<file path="src/rtl/barrel_scheduler.sv">
// barrel_scheduler
//   Four-slot barrel scheduler. Each processed frame tick runs one pass:
//   MOVE advances every live barrel by one x step (retiring those already at
//   X_MAX) and may spawn a new barrel. The pass then walks the live slots in
//   ascending order through a shared collision checker.
//
// Ports
//   i_clk, i_reset        clock, synchronous active-high reset
//   i_tick                one-cycle frame enable
//   i_spawn_en, i_spawn_y spawn permission and y coordinate for a new barrel
//   i_game_over           level; blocks new passes while high
//   i_chk_done, i_chk_hit collision checker result strobe and result
//   o_chk_valid           request to the checker, o_chk_x/o_chk_y = barrel
//   o_active              slot-valid bits
//   o_barrel_x/_y         packed per-slot coordinates, slot 0 in the LSBs
//   o_hit_pulse           barrel retired on collision (one cycle)
//   o_dodge_pulse         barrel retired at X_MAX (one cycle)
//   o_busy                a pass is in progress
//   o_overrun             sticky, a tick was dropped
module barrel_scheduler #(
   parameter logic [7:0] SPAWN_X        = 8'd10,
   parameter logic [7:0] X_MAX          = 8'd150,
   parameter logic [3:0] SPAWN_INTERVAL = 4'd8
) (
   input  logic        i_clk,
   input  logic        i_reset,
   input  logic        i_tick,
   input  logic        i_spawn_en,
   input  logic [6:0]  i_spawn_y,
   input  logic        i_game_over,
   input  logic        i_chk_done,
   input  logic        i_chk_hit,
   output logic        o_chk_valid,
   output logic [7:0]  o_chk_x,
   output logic [6:0]  o_chk_y,
   output logic [3:0]  o_active,
   output logic [31:0] o_barrel_x,
   output logic [27:0] o_barrel_y,
   output logic        o_hit_pulse,
   output logic        o_dodge_pulse,
   output logic        o_busy,
   output logic        o_overrun
);

   localparam int NUM_SLOTS = 4;

   typedef enum logic [1:0] {IDLE, MOVE, CHECK, NEXT} state_t;

   state_t                    r_state;
   logic [NUM_SLOTS-1:0]      r_active;
   logic [NUM_SLOTS-1:0][7:0] r_x;
   logic [NUM_SLOTS-1:0][6:0] r_y;
   logic [1:0]                r_idx;
   logic [3:0]                r_spawn_cnt;
   logic                      r_pending;
   logic                      r_overrun;
   logic                      r_chk_valid;
   logic                      r_hit_pulse;
   logic                      r_dodge_pulse;
   logic                      r_busy;

   // Lowest set bit of a slot mask as {found, index}.
   function automatic logic [2:0] first_set(input logic [NUM_SLOTS-1:0] mask);
      first_set = 3'b000;
      for (int i = NUM_SLOTS-1; i >= 0; i--)
         if (mask[i]) first_set = {1'b1, 2'(i)};
   endfunction

   logic [3:0]           w_spawn_cnt_inc;
   logic                 w_spawn_due;
   logic [2:0]           w_free;
   logic [NUM_SLOTS-1:0] w_dodge;
   logic [NUM_SLOTS-1:0] w_spawn_load;
   logic [NUM_SLOTS-1:0] w_active_mv;
   logic [2:0]           w_first_mv;
   logic [2:0]           w_first_next;

   always_comb begin
      w_spawn_cnt_inc = r_spawn_cnt + 4'd1;
      w_spawn_due     = (w_spawn_cnt_inc == SPAWN_INTERVAL);
      // Free slot is chosen from the pre-move mask, so a slot retiring in
      // this same MOVE is not reused until the next pass.
      w_free          = first_set(~r_active);
      w_spawn_load    = '0;
      for (int i = 0; i < NUM_SLOTS; i++) begin
         w_dodge[i] = r_active[i] && (r_x[i] == X_MAX);
         if (w_spawn_due && i_spawn_en && w_free[2] && (w_free[1:0] == 2'(i)))
            w_spawn_load[i] = 1'b1;
      end
      w_active_mv  = (r_active & ~w_dodge) | w_spawn_load;
      w_first_mv   = first_set(w_active_mv);
      // Slots strictly above the one just checked.
      w_first_next = first_set(r_active & (4'b1110 << r_idx));
   end

   always_ff @(posedge i_clk) begin
      if (i_reset) begin
         r_state       <= IDLE;
         r_active      <= '0;
         r_x           <= '0;
         r_y           <= '0;
         r_idx         <= 2'd0;
         r_spawn_cnt   <= 4'd0;
         r_pending     <= 1'b0;
         r_overrun     <= 1'b0;
         r_chk_valid   <= 1'b0;
         r_hit_pulse   <= 1'b0;
         r_dodge_pulse <= 1'b0;
         r_busy        <= 1'b0;
      end else begin
         r_hit_pulse   <= 1'b0;
         r_dodge_pulse <= 1'b0;

         // Ticks arriving mid-pass queue one extra pass; a second one is lost.
         if (r_state != IDLE && i_tick) begin
            if (r_pending) r_overrun <= 1'b1;
            else           r_pending <= 1'b1;
         end

         case (r_state)
            IDLE: begin
               if (i_game_over) begin
                  r_pending <= 1'b0;
               end else if (i_tick || r_pending) begin
                  r_pending <= 1'b0;
                  r_state   <= MOVE;
                  r_busy    <= 1'b1;
               end
            end

            MOVE: begin
               for (int i = 0; i < NUM_SLOTS; i++) begin
                  if (w_spawn_load[i]) begin
                     r_x[i] <= SPAWN_X;
                     r_y[i] <= i_spawn_y;
                  end else if (r_active[i] && !w_dodge[i]) begin
                     r_x[i] <= r_x[i] + 8'd1;
                  end
               end
               r_active      <= w_active_mv;
               r_dodge_pulse <= |w_dodge;
               r_spawn_cnt   <= w_spawn_due ? 4'd0 : w_spawn_cnt_inc;
               if (w_first_mv[2]) begin
                  r_idx       <= w_first_mv[1:0];
                  r_state     <= CHECK;
                  r_chk_valid <= 1'b1;
               end else begin
                  r_state <= IDLE;
                  r_busy  <= 1'b0;
               end
            end

            CHECK: begin
               if (i_chk_done) begin
                  if (i_chk_hit) begin
                     r_active[r_idx] <= 1'b0;
                     r_hit_pulse     <= 1'b1;
                  end
                  r_state     <= NEXT;
                  r_chk_valid <= 1'b0;
               end
            end

            NEXT: begin
               if (w_first_next[2]) begin
                  r_idx       <= w_first_next[1:0];
                  r_state     <= CHECK;
                  r_chk_valid <= 1'b1;
               end else begin
                  r_state <= IDLE;
                  r_busy  <= 1'b0;
               end
            end

            default: begin
               r_state     <= IDLE;
               r_busy      <= 1'b0;
               r_chk_valid <= 1'b0;
            end
         endcase
      end
   end

   // Coordinates cannot change while a slot is under check, so a plain mux
   // of the slot registers keeps the request stable through the handshake.
   assign o_chk_valid   = r_chk_valid;
   assign o_chk_x       = r_x[r_idx];
   assign o_chk_y       = r_y[r_idx];
   assign o_active      = r_active;
   assign o_barrel_x    = r_x;
   assign o_barrel_y    = r_y;
   assign o_hit_pulse   = r_hit_pulse;
   assign o_dodge_pulse = r_dodge_pulse;
   assign o_busy        = r_busy;
   assign o_overrun     = r_overrun;

endmodule

</file>
<file path="config.mk">
export PLATFORM = sky130hd
export DESIGN_NAME = barrel_scheduler
export DESIGN_NICKNAME = d
export VERILOG_FILES = /design/src/rtl/barrel_scheduler.sv
export SDC_FILE = /design/constraint.sdc
export NUM_CORES = 1
export LEC_CHECK = 0
export ABC_AREA = 1
export BUFFER_PORTS_ARGS = -buffer_cell sky130_fd_sc_hd__buf_2
export CAP_MARGIN = 20
export CORE_UTILIZATION = 54
export CTS_BUF_LIST = sky130_fd_sc_hd__clkbuf_16
export CTS_CLUSTER_DIAMETER = 30
export CTS_CLUSTER_SIZE = 8
export DETAILED_ROUTE_END_ITERATION = 16
export PLACE_DENSITY_LB_ADDON = 0.12
export SETUP_SLACK_MARGIN = 0.3
export SLEW_MARGIN = 0
export SYNTH_ARGS = -nofsm -noshare
export SYNTH_HDL_FRONTEND = slang
export SYNTH_SLANG_ARGS = --single-unit
</file>
<file path="constraint.sdc">
create_clock -name i_clk -period 1.9 [get_ports i_clk]
set_clock_uncertainty 0.1 [all_clocks]
set_input_delay 0.19 -clock i_clk [delete_from_list [all_inputs] [get_ports i_clk]]
set_output_delay 0.19 -clock i_clk [all_outputs]
set_load 0.005 [all_outputs]
</file>
# After elaboration in Yosys (flattened, before gate mapping)
# Cells that the tools add are included.
# totals
output_inout_bits	84
memories	0
mem_bits_ro	0
ram_bits	0
wordCells	161
in_bits	14
ff_bits	78
latchBits	0
# classes
n_eq_ne	19
n_bitwise	10
muxes	57
n_lt_le_gt_ge	2
n_reduce_logical	49
div_mod_pow	0
n_addsub	5
shifts	1
mul	0
# op_table
op	n
8-bit two-way mux	9
3-bit two-way mux	12
8-bit by 1-bit adder with 8-bit output (second input constant)	4
8-bit equality test (second input constant)	4
2-bit AND reduction	9
1-bit two-way mux	17
8-bit binary-select mux with 2-bit select	1
1-bit logical AND	16
2-bit != test (second input constant)	8
7-bit binary-select mux with 2-bit select	1
2-bit two-way mux	7
2-bit nonzero test	7
4-bit bitwise AND	3
4-bit two-way mux	3
4-bit NOT	3
3-bit AND reduction	3
2-bit equality test (second input constant)	4
2-bit case mux with 4 select lines	1
4-bit case mux with 2 select lines	1
7-bit two-way mux	1
1-bit case mux with 3 select lines	2
3-bit nonzero test	2
5-bit AND reduction	1
4-bit by 1-bit adder with 4-bit output (second input constant)	1
other kinds (16)	23

# Depth between registers and ports, before layout
# Gate-level depths: netlist of the first run.
# logic_depth
word_depth	15
depth_mapped	14
mapped_depth_nobuf	14

# Least setup slack after synthesis of the first run
# Ideal clock, no wire load.
# synth_path
path_kind	register to register
startpoint	reg r_spawn_cnt[0]
endpoint	reg r_x (netlist bit o_barrel_x[3])
arrival_time_ns	1.544
period_less_slack_ns	1.714
n_path_buf	0
required_ns	1.730
setup_time_ns	0.070
slack_ns	0.186
path_stages_with_launch	11
cell_sequence	dfxtp_1 ha_1 nand2_1 clkinv_2 nand4_4 nand2_4 nand2_4 nor2_4 inv_1 or2_0 a21oi_1
# synth_via
elab_chain_cells	8
word_cells_on_any_way	9
cone_classes	add/sub: 1; eq/ne: 1; mux: 2; reduce/logical: 5
# synth_rtl
item	line	rtl
start, declared	54	logic [3:0] r_spawn_cnt;
start signal, assigned	142	r_spawn_cnt <= w_spawn_due ? 4'd0 : w_spawn_cnt_inc;
4-bit by 1-bit adder with 4-bit output (*)	79	w_spawn_cnt_inc = r_spawn_cnt + 4'd1;
4-bit equality test (*)	80	w_spawn_due = (w_spawn_cnt_inc == SPAWN_INTERVAL);
1-bit logical AND (*) (3 in a row)	87	if (w_spawn_due && i_spawn_en && w_free[2] && (w_free[1:0] == 2'(i)))
1-bit two-way mux (*)	87	
2-bit nonzero test (no source line)	-	
2-bit AND reduction (no source line)	-	
end signal, assigned by index	137	r_x[i] <= r_x[i] + 8'd1;
end, declared	51	logic [NUM_SLOTS-1:0][7:0] r_x;
# Every way passes the cells marked *; elsewhere a longest branch is shown, timed or not.
# A chain may end at the register's enable or synchronous reset.

# Worst setup path in the final report of the first run
# layout_path
startpoint	reg r_active[2], in the netlist o_active[2]
endpoint	reg r_x (netlist bit o_barrel_x[17])
# layout_via
elab_chain_cells	9
word_cells_on_any_way	14
cone_classes	eq/ne: 1; mux: 5; bitwise: 1; reduce/logical: 7
# layout_rtl
item	line	rtl
start, declared	50	logic [NUM_SLOTS-1:0] r_active;
start signal, assigned	140	r_active <= w_active_mv;
4-bit NOT	83	w_free = first_set(~r_active);
3-bit two-way mux (3 in a row)	66	if (mask[i]) first_set = {1'b1, 2'(i)};
2-bit equality test or 1-bit logical AND (tied branches)	87	
1-bit logical AND	87	
1-bit two-way mux	87	
2-bit nonzero test (no source line)	-	
2-bit AND reduction (no source line)	-	
# Several ways; a longest one is shown, not always the timed one.

==> out/metrics.yaml, run 1 <==
rsz0062_at_grt: "true"
diodes: 0
endpoint_kind: "flip-flop"
wl_per_cell_um: 21.1
syn_to_final_growth_pct: 53.7
drv_cap: 0
antenna_found_initial: 0
post-synth-top-count-cell: "nor2_1"
ys_types: 36
synth_common_cells: "nor2_1 (96), nand2_1 (82), dfxtp_1 (78), inv_1 (63), o21ai_0 (56)"
startpoint: "o_active[2]"
yosys_warnings: 0
dp.cells: 763
cts_made_buffers: 9
rr_worst_depth: 9
track_usage_pct: 37.2
design_area_sq_mm: 0.00622
ys.flop_type: "dfxtp_1"
vias: 5210
wl_um: 17400
violations: "setup timing"
layout_setup_ws_ps: -151
yosysSeqAreaShare_pct: 38.6
gp_congestion: 0.900
drt_iter0_markers: 621
clkTransAtPathRegs_ps: 70
endpoint: "o_barrel_x[17]"
hold_path_startpoint: "i_spawn_y[4]"
start_kind: "flip-flop"
grt_max_degree: 23
clk_latency_ps: 340
layout-drive-gt1-share_pct: 48.1
synth_fp_nets: 580
dr.pass1.iters: 7
synthCells: 557
synthTopCellsByArea: "dfxtp_1 (39%), nor2_1 (8.9%), nand2_1 (7.6%), o21ai_0 (6.9%), inv_1 (5.8%)"
netlist.area_leader.share_pct: 38.6
synth-edff-count: 0
max_freq_mhz: 487
dp_hpwl_um: 8830
run_status: "finished, violations left"
critPathKind: "reg -> reg"
ios: 98
grt_pass1_vias: 4413
async_flop_share_pct: 0
avgViaCountPerCell: 6.30
grt-ovfl-total: 0
worstHoldPathType: "in -> reg"
portBuffers: 97
cts-root-buf: "clkbuf_16"
p_leak_nw: 2.83
avgSynthCellArea_sq_um: 7.27
rr_endpoint: "o_barrel_x[17]"
cts_tree: "yes"
cts.sinks: 78
yosys.area.top_type: "dfxtp_1"
yosys_register_bits: 78
r2r-start: "o_active[2]"
dieWidth_um: 88.6
placed_area_sq_mm: 0.00483
powerDensity_mw_per_mm2: 628
rrSetupSlack_ps: -150
min_period_ps: 2050
place_ws_ps: 69.9
maxSlewViolCount: 0
max-clock-path-buffers: 2
grt_first_pass_wirelength_um: 22200
setup-violations-final: 4
worstPathArrival_ps: 2130
die_y_um: 88.6
crit_required_ps: 1980
hold_viol: 0
finalPower_mw: 3.91
worst_pin_slew_ps: 551
stdcell_count: 827
peakVddDrop_uv: 487
antenna_left: 0
netlist_area_sq_mm: 0.00405
h-tree-depth: 3
cp_max_fo: 6
drcViolationCount: 0
std_cell_rows: 31
maxSlewHeadroom_pct: 63.1
core-area_sq_mm: 0.00725
layout.nets: 746
initial_core_util_pct: 55.8
dieArea_sq_mm: 0.00785
fin_crit_sh_pct: 108
[metal layers]
layer | GRT usage, % | vias to the layer above | part of all wire (%)
met2 | 62.4 | 488 | 46
li1 | - | 2194 | -
met1 | 46.0 | 2375 | 35
met5 | 0 | - | 0
met3 | 6.25 | 153 | 11
met4 | 19.1 | 0 | 7.9
[cell usage in the layout (no fill, tap or decap), types with 6 or more instances in the layout]
cell       synthesis  final
buf_4              0     47
xor2_1             7      7
buf_6              0     18
o21ai_1            0     13
a22oi_2            0     13
nand3_2            1      9
clkbuf_16          0      9
nand3_1           19     10
nor3_4             0      6
nand4_1            7      7
dfxtp_2            0     15
dfxtp_4            0     10
o21ai_2            1     16
o21ai_0           56     28
nor2_1            96     85
nor3_1            13      7
nand2_2            7     13
nor2_2             8      6
inv_4              0      8
inv_1             63     44
nor3_2             6      6
dfxtp_1           78     53
nand2_1           82     69
ha_1               9      6
inv_2              2     11
nand2_4            6      9
a31oi_1            7      7
buf_2              1     97
nor2_4             4     17
a22oi_1           20      7
a21oi_1           30     25
[registers in the layout, summed over array words and instances, names as in the netlist, 2 cells and up]
register     flops
r_state          2
o_active         4
r_idx            2
o_barrel_x      32
o_barrel_y      28
r_spawn_cnt      4
[metrics by stage]
stage / util (%) / setup TNS [ps] / hold slack [ps]
after floorplan: - / 0 / 225
after global placement: 66.6 / 0 / 344
after detailed placement: 66.6 / 0 / 355
after CTS: 80.0 / 0 / 27.8
after global routing: 85.8 / -833 / 32.9
final: 85.8 / -167 / 37.7
[report_power, final]
group	leakage, nW	switching [mW]	internal [mW]
registers	0.644	0.0325	1.65
clock network	0.154	0.736	1.16
logic	2.03	0.217	0.122
total	2.83	0.986	2.92
[cell families (layout without fill, tap and decap cells)]
logic type / after synthesis / count (layout) / share of synthesized area (%)
XOR/XNOR: 9 / 9 / 1.95
AND/OR/NAND/NOR: 259 / 260 / 31.7
adder cells (fa/ha/maj): 9 / 9 / 2.78
AO/OA/AOI/OAI: 125 / 125 / 17.8
buffers and inverters: 77 / 247 / 7.20
flip-flops: 78 / 78 / 38.6
[critical path: stages, from the launching register on]
cell and delay, ps:
dfxtp_2 370, nand2_2 110, nor2_4 50, nor2_4 200
nand4_4 160, nand2_4 140, nand2_4 90, inv_4 100
o21ai_0 100, a31oi_1 460
[how the worst min path moves through the flow]
stage / to / slack, ps / depth (start not counted)
after floorplan: o_barrel_y[10] / 220 / 2
after global placement: o_chk_valid / 340 / 2
after detailed placement: o_chk_valid / 350 / 2
after CTS: o_barrel_y[18] / 30 / 3
after global routing: o_barrel_y[12] / 30 / 3
final: o_barrel_y[18] / 40 / 3
[layout make-up]
class / count / area (sq um)
fill: 393 / 1030
sequential: 78 / 1620
multi-input combinational: 403 / 2770
clock buffer: 9 / 225
timing repair buffer: 165 / 1100
clock inverter: 7 / 97.6
tap: 99 / 124
inverter: 66 / 284
[timing repair]
action	4_1_cts	5_1_grt
setup endpoints to repair	78	86
pin swaps	38	47
gates resized for setup	107	112
hold buffers	0	0
cloned	2	0
buffers inserted	34	12
(Power assumes the default switching activity.)
==> run 2: changes to the inputs <==
--- a/config.mk
+++ b/config.mk
@@ -8,7 +8,7 @@
 export ABC_AREA = 1
 export BUFFER_PORTS_ARGS = -buffer_cell sky130_fd_sc_hd__buf_2
 export CAP_MARGIN = 20
-export CORE_UTILIZATION = 54
+export CORE_UTILIZATION = 45
 export CTS_BUF_LIST = sky130_fd_sc_hd__clkbuf_16
 export CTS_CLUSTER_DIAMETER = 30
 export CTS_CLUSTER_SIZE = 8
==> out/metrics.yaml, run 2 (synthesis results as in run 1) <==
run_status: "finished, violations left"  # unchanged
violations: "setup timing"  # unchanged
setup-violations-final: 1  # was 4
worst_pin_slew_ps: 543  # was 551 ps
avgViaCountPerCell: 5.69  # was 6.30
diodes: 0  # unchanged
std_cell_rows: 34  # was 31
drt_iter0_markers: 295  # was 621
antenna_left: 0  # unchanged
drcViolationCount: 0  # unchanged
maxSlewViolCount: 0  # unchanged
wl_um: 15000  # was 17400 um
powerDensity_mw_per_mm2: 643  # was 628 mW/mm^2
layout_common_cells: "buf_2 (97), nor2_1 (85), nand2_1 (68), dfxtp_1 (59), inv_1 (47)"  # was buf_2 (97), nor2_1 (85), nand2_1 (69), dfxtp_1 (53), buf_4 (47)
critPathTopFamily: "buffers and inverters"  # was simple AND/OR/NAND/NOR gates
track_usage_pct: 28.8  # was 37.2%
initial_core_util_pct: 46.4  # was 55.8%
critPathKind: "reg -> out"  # was reg -> reg
fin_crit_sh_pct: 100  # was 108%
crit_required_ps: 1610  # was 1980 ps
grt_pass1_vias: 4309  # was 4413
largest_register_ffs: 32  # unchanged
worstHoldPathType: "in -> reg"  # unchanged
start_kind: "flip-flop"  # unchanged
cp_max_fo: 10  # was 6
grt_first_pass_wirelength_um: 21700  # was 22200 um
wl_per_cell_um: 17.9  # was 21.1 um
drv_cap: 0  # unchanged
maxSlewHeadroom_pct: 63.8  # was 63.1%
vias: 4760  # was 5210
dieArea_sq_mm: 0.00938  # was 0.00785 sq mm
gp_congestion: 0.897  # was 0.900
num-fill-cells: 668  # was 393
ios: 98  # unchanged
h-tree-depth: 3  # unchanged
slowest_stage: "dfxtp_4"  # was a31oi_1
mostFrequentLayoutCell: "buf_2"  # unchanged
path_buf_inv: 3  # was 1
clkTransAtPathRegs_ps: 60  # was 70 ps
cp_cell_sequence: "buf_4 > nor2_4 > buf_6 > nand2_1 > o211ai_1 > buf_2"  # was nand2_2 > nor2_4 > nor2_4 > nand4_4 > nand2_4 > nand2_4 > inv_4 > o21ai_0 > a31oi_1
layout.nets: 746  # unchanged
cts.sinks: 78  # unchanged
rsz0062_at_grt: "true"  # unchanged
cts-root-buf: "clkbuf_16"  # unchanged
holdBufCountCts: 0  # unchanged
timing.hold.ws_ps: 37.3  # was 37.7 ps
max_freq_mhz: 524  # was 487 MHz
die_y_um: 96.9  # was 88.6 um
dr.pass1.iters: 5  # was 7
setup_tns_ps: -6.77  # was -167 ps
layout_setup_ws_ps: -6.77  # was -151 ps
peakVddDrop_uv: 487  # about the same
portBuffers: 97  # unchanged
rrSetupSlack_ps: 40  # was -150 ps
core-area_sq_mm: 0.00872  # was 0.00725 sq mm
cts_tree: "yes"  # unchanged
layout-drive-gt1-share_pct: 48.4  # was 48.1%
dieWidth_um: 96.9  # was 88.6 um
hold_viol: 0  # unchanged
p_leak_nw: 2.80  # was 2.83 nW
endpoint_kind: "output port"  # was flip-flop
cts_made_buffers: 9  # unchanged
finalPower_mw: 4.06  # was 3.91 mW
max_stage_delay_ps: 380  # was 460 ps
worstPathArrival_ps: 1620  # was 2130 ps
grt-ovfl-total: 0  # unchanged
max-clock-path-buffers: 2  # unchanged
syn_to_final_growth_pct: 55.9  # was 53.7%
antenna_found_initial: 0  # unchanged
dp_hpwl_um: 9140  # was 8830 um
grt_max_degree: 21  # was 23
min_period_ps: 1910  # was 2050 ps
clk_latency_ps: 340  # about the same
==> run 2: worst paths after layout <==
check                startpoint        endpoint  cells past startpoint
setup / recovery       r_idx[0]      o_chk_x[1]                      6
hold / removal     i_spawn_y[0]  o_barrel_y[14]                      3
setup reg to reg  o_barrel_x[0]        r_idx[1]                     12
hold reg to reg       o_overrun       o_overrun                      2
==> run 2: timing repair <==
action | 4_1_cts | 5_1_grt
setup endpoints to repair | 79 | 84
cloned | 2 | 2
gates resized for setup | 116 | 124
setup buffers | 21 | 23
pin swaps | 32 | 62
==> run 2: worst min-delay path, cell delays in order <==
cell and delay [ps]:
buf_2 130, nor2_1 50, nor2_1 70
==> run 2: cell type report <==
type                       count  area (sq um)  area share (%)
multi-input combinational    404          2810            44.6
timing repair buffer         164          1110            17.6
inverter                      66           288            4.56
clock buffer                   9           225            3.57
clock inverter                 7           121            1.92
tap                          108           135            2.14
sequential                    78          1620            25.6
==> run 2: where the power goes <==
part           internal [mW]  switching, mW  total, mW
logic                  0.132          0.221      0.353
clock network           1.29          0.741       2.03
registers               1.64         0.0302       1.67
total                   3.07          0.992       4.06
==> run 2: metrics by stage <==
stage,utilization (%),setup slack (ps),cell area (sq um),instances
6_report,72.4,-6.77,6310,836
5_1_grt,72.4,-33.4,6310,836
4_1_cts,66.1,148,5760,811
3_5_place_dp,55.4,31.1,4830,772
3_3_place_gp,55.4,68.1,4830,772
2_1_floorplan,-,297,4100,557
==> run 2: routing by layer <==
layer / GRT usage [%] / wire [um]
met5: 0 / 0
met2: 47.2 / 7260
met4: 14.4 / 633
met3: 5.42 / 989
met1: 36.2 / 6070
==> run 3: changes to the inputs <==
--- a/config.mk
+++ b/config.mk
@@ -14,6 +14,7 @@
 export CTS_CLUSTER_SIZE = 8
 export DETAILED_ROUTE_END_ITERATION = 16
 export PLACE_DENSITY_LB_ADDON = 0.12
+export RECOVER_POWER = 100
 export SETUP_SLACK_MARGIN = 0.3
 export SLEW_MARGIN = 0
 export SYNTH_ARGS = -nofsm -noshare
==> constraint.sdc (replaced) <==
create_clock -name i_clk -period 1.9 [get_ports i_clk]
set_clock_uncertainty 0.1 [all_clocks]
set_input_delay 0.19 -clock i_clk [delete_from_list [all_inputs] [get_ports i_clk]]
set_output_delay 0.19 -clock i_clk [all_outputs]
set_load 0.05 [all_outputs]
==> out/metrics.yaml, run 3 (synthesis results as in run 1) <==
p_sw_share_pct: 25.6  # was 24.4%
clkTransAtPathRegs_ps: 60  # about the same
cp_max_fo: 10  # unchanged
hold_viol: 0  # unchanged
drcViolationCount: 0  # unchanged
min_period_ps: 1950  # was 1910 ps
portBuffers: 97  # unchanged
dr.pass1.iters: 5  # unchanged
syn_to_final_growth_pct: 60.5  # was 55.9%
cts_tree: "yes"  # unchanged
crit_required_ps: 1610  # about the same
h-tree-depth: 3  # unchanged
grt_pass1_vias: 4265  # was 4309
max-clock-path-buffers: 2  # unchanged
p_clk_share_pct: 46.6  # was 50.1%
wl_um: 14800  # was 15000 um
cts_made_buffers: 9  # unchanged
diodes: 0  # unchanged
cts-root-buf: "clkbuf_16"  # unchanged
setup-violations-final: 7  # was 1
cts.sinks: 78  # unchanged
grt_max_degree: 29  # was 21
dieWidth_um: 96.9  # unchanged
std_cell_rows: 34  # unchanged
antenna_left: 0  # unchanged
layout_common_cells: "nor2_1 (82), clkbuf_1 (69), nand2_1 (63), inv_1 (47)"  # was buf_2 (97), nor2_1 (85), nand2_1 (68), dfxtp_1 (59), inv_1 (47)
layout-drive-gt1-share_pct: 44.0  # was 48.4%
holdBufCountCts: 0  # unchanged
critPathKind: "reg -> out"  # unchanged
worstHoldPathType: "in -> reg"  # unchanged
layout_setup_ws_ps: -46.3  # was -6.77 ps
peakVddDrop_uv: 510  # was 487 uV
timing.hold.ws_ps: 28.4  # was 37.3 ps
endpoint_kind: "output port"  # unchanged
worst_pin_slew_ps: 657  # was 543 ps
gp_congestion: 0.891  # was 0.897
max_freq_mhz: 514  # was 524 MHz
pwr-share-comb_pct: 10.1  # was 8.7%
place_ws_ps: 86.0  # was 31.1 ps
ios: 98  # unchanged
fin_crit_sh_pct: 102  # was 100%
layout.nets: 747  # was 746
start_kind: "flip-flop"  # unchanged
drv_cap: 0  # unchanged
grt-ovfl-total: 0  # unchanged
maxSlewHeadroom_pct: 56.2  # was 63.8%
p_leak_nw: 2.58  # was 2.80 nW
antenna_found_initial: 0  # unchanged
maxSlewViolCount: 0  # unchanged
core-area_sq_mm: 0.00872  # unchanged
avgViaCountPerCell: 5.57  # was 5.69
wl_per_cell_um: 17.6  # was 17.9 um
p_int_mw: 2.87  # was 3.07 mW
largest_register_ffs: 32  # unchanged
grt_first_pass_wirelength_um: 21300  # was 21700 um
die_y_um: 96.9  # unchanged
rsz0062_at_grt: "true"  # unchanged
vias: 4665  # was 4760
drt_iter0_markers: 228  # was 295
seq_power_share_pct: 43.3  # was 41.2%
final_core_util_pct: 74.5  # was 72.4%
dp_hpwl_um: 8910  # was 9140 um
finalPower_mw: 3.86  # was 4.06 mW
clk_latency_ps: 340  # about the same
mostFrequentLayoutCell: "nor2_1"  # was buf_2
track_usage_pct: 28.5  # was 28.8%
p_sw_mw: 0.987  # was 0.992 mW
initial_core_util_pct: 46.4  # unchanged
dieArea_sq_mm: 0.00938  # unchanged
worstPathArrival_ps: 1660  # was 1620 ps
powerDensity_mw_per_mm2: 593  # was 643 mW/mm^2
run_status: "finished, violations left"  # unchanged
violations: "setup timing"  # unchanged
run 3: path summary, 6_finish.rpt:
check | startpoint | to | slack (ps) | depth (start not counted)
max | r_idx[0] | o_chk_x[2] | -50 | 6
min | i_chk_hit | o_hit_pulse | 30 | 3
max reg2reg | r_idx[1] | o_chk_valid | -10 | 12
min reg2reg | o_chk_valid | o_chk_valid | 360 | 2
run 3: what timing repair did:
action                                  CTS  global route
pin swaps                                43            52
buffers inserted                         33            20
resized for setup                       140           129
cloned                                    2             0
endpoints found under the setup margin   80            86
run 3: through the flow:
stage | TNS (ps) | instance area (sq um) | std cells
6_report | -174 | 6500 | 837
5_1_grt | -1720 | 6500 | 837
4_1_cts | 0 | 6140 | 817
3_5_place_dp | 0 | 5040 | 766
3_3_place_gp | 0 | 5040 | 766
2_1_floorplan | 0 | 4370 | 557
run 3: area by class of cell:
cell class | instances | area [sq um]
multi-input cells | 404 | 2980
fillers | 635 | 2220
flip-flops and latches | 78 | 1650
repair buffers | 165 | 1130
inverters | 66 | 287
clock buffers | 10 | 250
well taps | 108 | 135
clock inverters | 6 | 57.6
run 3: worst max-delay path, stage by stage, from the launching register on:
cell	delay, ps
dfxtp_4	390
inv_2	100
nor2_4	50
buf_12	140
a22oi_2	290
o221ai_4	160
buf_6	180
run 3: power by group through the flow:
stage | Sequential, mW | Combinational [mW] | Clock, mW
finish | 1.67 | 0.388 | 1.80
global placement | 1.70 | 0.263 | 0
detailed placement | 1.70 | 0.267 | 0
CTS | 1.67 | 0.348 | 1.80
floorplan | 1.73 | 0.153 | 0
global route | 1.67 | 0.412 | 1.88
run 3: per-layer routing:
metal	up-vias	wire length (um)	global-route usage (%)
met2	170	7420	46.3
met3	33	824	6.72
met5	-	0	0
met4	0	300	9.87
li1	2220	-	-
met1	2242	6210	37.0
